--- src/rtl/apb_pkg.sv ---
// Shared types and constants for the APB requester and the blocks it talks to.
// Holds the FSM state encoding, UART register map and default bus widths.
package apb_pkg;

  typedef enum logic [1:0] {
    IDLE   = 2'd0,
    SETUP  = 2'd1,
    ACCESS = 2'd2
  } apb_state_e;

  localparam logic [31:0] ADDR_CTRL  = 32'h0000_0000;
  localparam logic [31:0] ADDR_STATS = 32'h0000_0004;
  localparam logic [31:0] ADDR_TX    = 32'h0000_0008;
  localparam logic [31:0] ADDR_RX    = 32'h0000_000C;

  localparam int APB_ADDR_W  = 32;
  localparam int APB_DATA_W  = 32;
  localparam int APB_TIMEOUT = 256;

endpackage

--- src/rtl/apb_timeout_cnt.sv ---
// ACCESS-phase wait counter: clears on entry to ACCESS, counts stalled cycles.
// expired_o fires combinationally in the stalled cycle that would reach TIMEOUT.
module apb_timeout_cnt #(
  parameter int TIMEOUT = 256
) (
  input  logic PCLK,
  input  logic PRESETn,
  input  logic clear_i,
  input  logic enable_i,
  output logic expired_o
);

  localparam int CW = $clog2(TIMEOUT + 1);

  logic [CW-1:0] cnt_q, cnt_d;

  always_comb begin
    cnt_d = cnt_q;
    if (clear_i) begin
      cnt_d = '0;
    end else if (enable_i && (cnt_q != CW'(TIMEOUT))) begin
      cnt_d = cnt_q + CW'(1);
    end
  end

  always_ff @(posedge PCLK or negedge PRESETn) begin
    if (!PRESETn) begin
      cnt_q <= '0;
    end else begin
      cnt_q <= cnt_d;
    end
  end

  // This stalled cycle is the TIMEOUT-th one; PREADY in the same cycle still wins upstream.
  assign expired_o = enable_i && (cnt_q == CW'(TIMEOUT - 1));

endmodule

--- src/rtl/apb_master.sv ---
// Single-outstanding APB requester: command in, SETUP/ACCESS on the bus, one-cycle response pulse.
// Optional ACCESS-phase timeout is built when APB_MASTER_TIMEOUT_EN is defined.
module apb_master
  import apb_pkg::*;
#(
  parameter int ADDR_W  = APB_ADDR_W,
  parameter int DATA_W  = APB_DATA_W,
  parameter int TIMEOUT = APB_TIMEOUT
) (
  input  logic              PCLK,
  input  logic              PRESETn,
  input  logic              cmd_valid,
  output logic              cmd_ready,
  input  logic              cmd_write,
  input  logic [ADDR_W-1:0] cmd_addr,
  input  logic [DATA_W-1:0] cmd_wdata,
  output logic              rsp_valid,
  output logic [DATA_W-1:0] rsp_rdata,
  output logic              rsp_err,
  output logic [ADDR_W-1:0] PADDR,
  output logic              PSEL,
  output logic              PENABLE,
  output logic              PWRITE,
  output logic [DATA_W-1:0] PWDATA,
  input  logic [DATA_W-1:0] PRDATA,
  input  logic              PREADY,
  input  logic              PSLVERR
);

  apb_state_e        state_q, state_d;
  logic [ADDR_W-1:0] paddr_q, paddr_d;
  logic [DATA_W-1:0] pwdata_q, pwdata_d;
  logic              pwrite_q, pwrite_d;
  logic              psel_q, psel_d;
  logic              penable_q, penable_d;
  logic              rsp_valid_q, rsp_valid_d;
  logic [DATA_W-1:0] rsp_rdata_q, rsp_rdata_d;
  logic              rsp_err_q, rsp_err_d;
  logic              timeout_hit;

`ifdef APB_MASTER_TIMEOUT_EN
  logic tmo_clear;
  logic tmo_en;

  assign tmo_clear = (state_q == SETUP);
  assign tmo_en    = (state_q == ACCESS) && !PREADY;

  apb_timeout_cnt #(.TIMEOUT(TIMEOUT)) u_timeout_cnt (
    .PCLK      (PCLK),
    .PRESETn   (PRESETn),
    .clear_i   (tmo_clear),
    .enable_i  (tmo_en),
    .expired_o (timeout_hit)
  );
`else
  // TIMEOUT only has meaning when the counter is built; ACCESS waits forever here.
  assign timeout_hit = 1'b0 & (TIMEOUT < 1);
`endif

  always_comb begin
    state_d     = state_q;
    paddr_d     = paddr_q;
    pwdata_d    = pwdata_q;
    pwrite_d    = pwrite_q;
    psel_d      = psel_q;
    penable_d   = penable_q;
    rsp_valid_d = 1'b0;
    rsp_rdata_d = rsp_rdata_q;
    rsp_err_d   = rsp_err_q;

    case (state_q)
      IDLE: begin
        if (cmd_valid) begin
          paddr_d   = cmd_addr;
          pwdata_d  = cmd_wdata;
          pwrite_d  = cmd_write;
          psel_d    = 1'b1;
          penable_d = 1'b0;
          state_d   = SETUP;
        end
      end
      SETUP: begin
        penable_d = 1'b1;
        state_d   = ACCESS;
      end
      ACCESS: begin
        if (PREADY) begin
          psel_d      = 1'b0;
          penable_d   = 1'b0;
          rsp_valid_d = 1'b1;
          rsp_rdata_d = pwrite_q ? '0 : PRDATA;
          rsp_err_d   = PSLVERR;
          state_d     = IDLE;
        end else if (timeout_hit) begin
          psel_d      = 1'b0;
          penable_d   = 1'b0;
          rsp_valid_d = 1'b1;
          rsp_rdata_d = '0;
          rsp_err_d   = 1'b1;
          state_d     = IDLE;
        end
      end
      default: begin
        psel_d    = 1'b0;
        penable_d = 1'b0;
        state_d   = IDLE;
      end
    endcase
  end

  always_ff @(posedge PCLK or negedge PRESETn) begin
    if (!PRESETn) begin
      state_q     <= IDLE;
      paddr_q     <= '0;
      pwdata_q    <= '0;
      pwrite_q    <= 1'b0;
      psel_q      <= 1'b0;
      penable_q   <= 1'b0;
      rsp_valid_q <= 1'b0;
      rsp_rdata_q <= '0;
      rsp_err_q   <= 1'b0;
    end else begin
      state_q     <= state_d;
      paddr_q     <= paddr_d;
      pwdata_q    <= pwdata_d;
      pwrite_q    <= pwrite_d;
      psel_q      <= psel_d;
      penable_q   <= penable_d;
      rsp_valid_q <= rsp_valid_d;
      rsp_rdata_q <= rsp_rdata_d;
      rsp_err_q   <= rsp_err_d;
    end
  end

  assign cmd_ready = (state_q == IDLE);
  assign PADDR     = paddr_q;
  assign PWDATA    = pwdata_q;
  assign PWRITE    = pwrite_q;
  assign PSEL      = psel_q;
  assign PENABLE   = penable_q;
  assign rsp_valid = rsp_valid_q;
  assign rsp_rdata = rsp_rdata_q;
  assign rsp_err   = rsp_err_q;

endmodule

--- config.mk ---
export PLATFORM = sky130hd
export DESIGN_NAME = apb_master
export DESIGN_NICKNAME = d
export VERILOG_FILES = /design/src/rtl/apb_pkg.sv /design/src/rtl/apb_timeout_cnt.sv /design/src/rtl/apb_master.sv
export SDC_FILE = /design/constraint.sdc
export NUM_CORES = 1
export LEC_CHECK = 0
export BUFFER_PORTS_ARGS = -buffer_cell sky130_fd_sc_hd__buf_2
export CAP_MARGIN = 15
export CORE_UTILIZATION = 30
export DETAILED_ROUTE_END_ITERATION = 16
export PLACE_DENSITY = 0.65
export SLEW_MARGIN = 20
export SYNTH_ARGS = -nofsm -noshare
export SYNTH_HDL_FRONTEND = slang
export SYNTH_SLANG_ARGS = --single-unit
--- constraint.sdc ---
create_clock -name PCLK -period 2.8 [get_ports PCLK]
set_input_delay 0 -clock PCLK [delete_from_list [all_inputs] [get_ports PCLK]]
set_output_delay 0 -clock PCLK [all_outputs]
set_load 0.02 [all_outputs]
==> results.md <==
* Total negative slack for setup checks at 0 ps
* CTS tree: yes
* Wire length of the first global-routing pass at roughly 17 mm
* CTS H-tree depth at 3
* DRT antenna net count at 0
* Gpl congestion at 0.748
* Dominant combinational cell family by area after synthesis: multiplexers
* Count leader, synth: sky130_fd_sc_hd__dfrtp_1
* Placed Cells at 660
* FP Rows at 42
* Worst Reg-to-Reg Cells at 4
* Clock transition at path regs at approximately 60 ps
* Via count at roughly 3,300
* Syn_nets at approximately 390
* Reg2Reg Launch Point: state_q[1]
* Antenna violations before repair at 0
* Setup-violating endpoint count in the final report at 0
* Pwr per Cell Area at about 1100 nW/um^2
* Post-Synth XOR/XNOR Area at 0%
* Ports placed on the boundary at approximately 200
* Total of warnings raised by yosys at 0
* Leakage dissipation at approximately 0.0032 uW
* Relative area change from synthesis to final layout at 58.2%
* Number of cells in the finished layout apart from fillers at 775
* Total of max-cap violations at 0
* DRT Wirelength at 10.8 mm
* Overall power after layout at ~7000 uW
* FF+latch count, synth at 102
* Number of distinct library cells after synthesis at 16
* Mapped cell area at about 4100 um^2
* Total GRT Usage at approximately 16%
* Post-route minimum period at roughly 1800 ps
* Final Hold Vio Count at 0
* Total overflow reported by the global router at 0
* Count of filler cells inserted in the layout at about 1,200
* Area share of fa/ha/maj cells after synthesis at 0%
* First DRT Iteration DRCs at a little under 90
* Clock tree root buffer cell: sky130_fd_sc_hd__clkbuf_16
* DP HPWL at 6.88 mm
* Highest clock frequency the design can meet at 543 MHz
* Synth Area per Inst at between 10 and 15 um^2
* Worst hold-check path type: in2reg
* Average via count per standard cell at 4.31
* Tightest slew margin relative to the limit at roughly 47%
* Drc violations at 0
* Slew at the pin with the worst max-slew slack at 801 ps
* Pin count of the biggest net entering global routing at between 50 and 60
* Number of global-route vias before repair at approximately 3,600
* CP Launch Type: flip-flop
* Share of flip-flops with an asynchronous set or reset at 100%
* Data arrival at the endpoint of the critical path at a little over 2000 ps
* Most instantiated flip-flop cell in the synthesis netlist: sky130_fd_sc_hd__dfrtp_1
* Final cycle utilization of the critical path at roughly two thirds
* Insertion delay of the later-clocked pin in the worst-skew pair at 340 ps
* Min-Delay Path Depth at 3
* # clock sinks at 102
* Diode insertion count for antenna repair at 0
* Number of search-and-repair iterations in the first detailed-routing pass at 4
* Reg-to-reg slack, setup at 960 ps
* Reg-to-Reg End: PWDATA[1]
* Sink of the worst hold path: PSEL
* Die Span Y at around 120 um
* Number of buffers between clock root and the deepest sink at 2
* Buffers added on ports at slightly above 200
* Sequential share of the synthesized area at between 60% and 70%
* Hold path startpoint: cmd_valid
* Synth cell count leaders: sky130_fd_sc_hd__dfrtp_1, sky130_fd_sc_hd__mux2_4, sky130_fd_sc_hd__nand2_1, sky130_fd_sc_hd__o21ai_0, sky130_fd_sc_hd__nand2b_1
* Worst clock skew at approximately 7.2 ps
* WS Path Type: reg2reg
* Effective utilization at floorplan at a little under a third
* Top fanout value on the critical path at between 50 and 60
* Chip Width at between 100 and 150 um
* Share of Yosys cell area claimed by the top area cell type at 61.8%
* Ranking of synthesized cells by area: sky130_fd_sc_hd__dfrtp_1, sky130_fd_sc_hd__mux2_4, sky130_fd_sc_hd__mux2_2
* Post-synthesis mux area share at between 20% and 30%
* Full die area at between 10,000 and 15,000 um^2
* Unrepaired setup endpoints after global routing: false
* Number of CTS-inserted buffers at 9
* Post-synth top area cell: sky130_fd_sc_hd__dfrtp_1
* Category of the worst setup path capture point: flip-flop
* Detailed-route wire length per cell at between 10 and 15 um
* Simple-Gate Fraction of Synth Area at under 10%
* Placeable Area at roughly 13,000 um^2
* Number of enable flip-flop cells after synthesis at 0
* Post-synthesis compound-gate area fraction at roughly 4.2%
* Status: completed
* Max rail drop VDD at roughly 400 uV
* Number of instances in the synthesized netlist at 292
* Max Slew Vio Count at 0
* Data required time at the worst endpoint at 3020 ps
* Share of cells above drive strength 1 at about 48%
* Final net count at 697
[report_power, final]
part	switching, uW	leakage (uW)	internal, uW	total (uW)
Combinational	1770	0.00189	1480	3250
Sequential	432	0.00124	2180	2610
Clock	493	0.000117	600	1090
Total	2700	0.00324	4260	6960
[placed cells by master, fill, tap and decap left out]
master	instances
sky130_fd_sc_hd__clkbuf_1	5
sky130_fd_sc_hd__nand3b_1	1
sky130_fd_sc_hd__dfrtp_1	102
sky130_fd_sc_hd__o21ai_0	34
sky130_fd_sc_hd__nor2_1	2
sky130_fd_sc_hd__inv_1	2
sky130_fd_sc_hd__nand2_1	34
sky130_fd_sc_hd__clkbuf_16	9
sky130_fd_sc_hd__buf_12	2
sky130_fd_sc_hd__clkinvlp_4	1
sky130_fd_sc_hd__mux2_4	39
sky130_fd_sc_hd__nand2b_1	32
sky130_fd_sc_hd__buf_4	5
sky130_fd_sc_hd__mux2_2	27
sky130_fd_sc_hd__a21oi_1	1
sky130_fd_sc_hd__dlygate4sd3_1	100
sky130_fd_sc_hd__buf_2	202
sky130_fd_sc_hd__and2_4	1
[kinds of logic (layout without fill, tap and decap cells)]
family | after synthesis | after routing
AOI/OAI and AO/OA | 35 | 35
buffers and inverters | 19 | 326
muxes | 66 | 66
DFF | 102 | 102
and+or+nand+nor | 70 | 70
[worst max-delay path, cell delays in order, from the launching register on]
cell and delay, ps:
sky130_fd_sc_hd__dfrtp_1 430, sky130_fd_sc_hd__nor2_1 170, sky130_fd_sc_hd__and2_4 340, sky130_fd_sc_hd__buf_12 350
sky130_fd_sc_hd__mux2_2 390
[per-stage QoR]
stage	setup slack [ps]	utilization (%)	hold WS [ps]	area, um^2
floorplan	1040	-	-296	4130
global placement	1040	39.6	57.5	5290
detailed placement	976	39.6	54.7	5290
CTS	975	49.0	6.00	6540
global route	839	49.0	47.7	6540
finish	960	49.0	28.5	6540
[routing by layer]
| layer | routed length (um) | GRT usage (%) | share of wire (%) | up-vias |
|---|---|---|---|---|
| met5 | 0 | 0 | 0 | - |
| met4 | 225 | 6.80 | 2.1 | 0 |
| met3 | 661 | 3.59 | 6.1 | 19 |
| met2 | 5550 | 27.8 | 51 | 134 |
| met1 | 4370 | 17.6 | 40 | 1608 |
| li1 | - | - | - | 1579 |
[registers in the layout, indices dropped and copies added (netlist names)]
| name | count |
|---|---|
| PSEL | 1 |
| state_q | 2 |
| rsp_err | 1 |
| PADDR | 32 |
| PWRITE | 1 |
| rsp_rdata | 32 |
| PWDATA | 32 |
| rsp_valid | 1 |
[what timing repair did]
item,in CTS,in global routing
setup endpoints to repair,0,0
hold endpoints to repair,147,0
gates resized for setup,0,0
hold buffers,100,0
buffers inserted,0,0
[worst max-delay path by stage]
| stage | depth (start not counted) | endpoint | from | slack (ps) |
|---|---|---|---|---|
| after floorplan | 5 | PADDR[0] | state_q[1] | 1040 |
| after global placement | 4 | rsp_rdata[23] | state_q[0] | 1040 |
| after detailed placement | 4 | PADDR[25] | state_q[1] | 980 |
| after CTS | 4 | PADDR[25] | state_q[1] | 970 |
| after global routing | 4 | PWDATA[1] | state_q[1] | 840 |
| final | 4 | PWDATA[1] | state_q[1] | 960 |
[area by class of cell]
type | count | area (um^2) | area share [%]
sequential | 102 | 2550 | 39.0
multi-input combinational | 171 | 1420 | 21.7
timing repair buffer | 309 | 2090 | 32.0
inverter | 2 | 7.51 | 0.115
tap | 176 | 220 | 3.37
clock buffer | 14 | 244 | 3.73
clock inverter | 1 | 7.51 | 0.115
(Power assumes the default switching activity.)
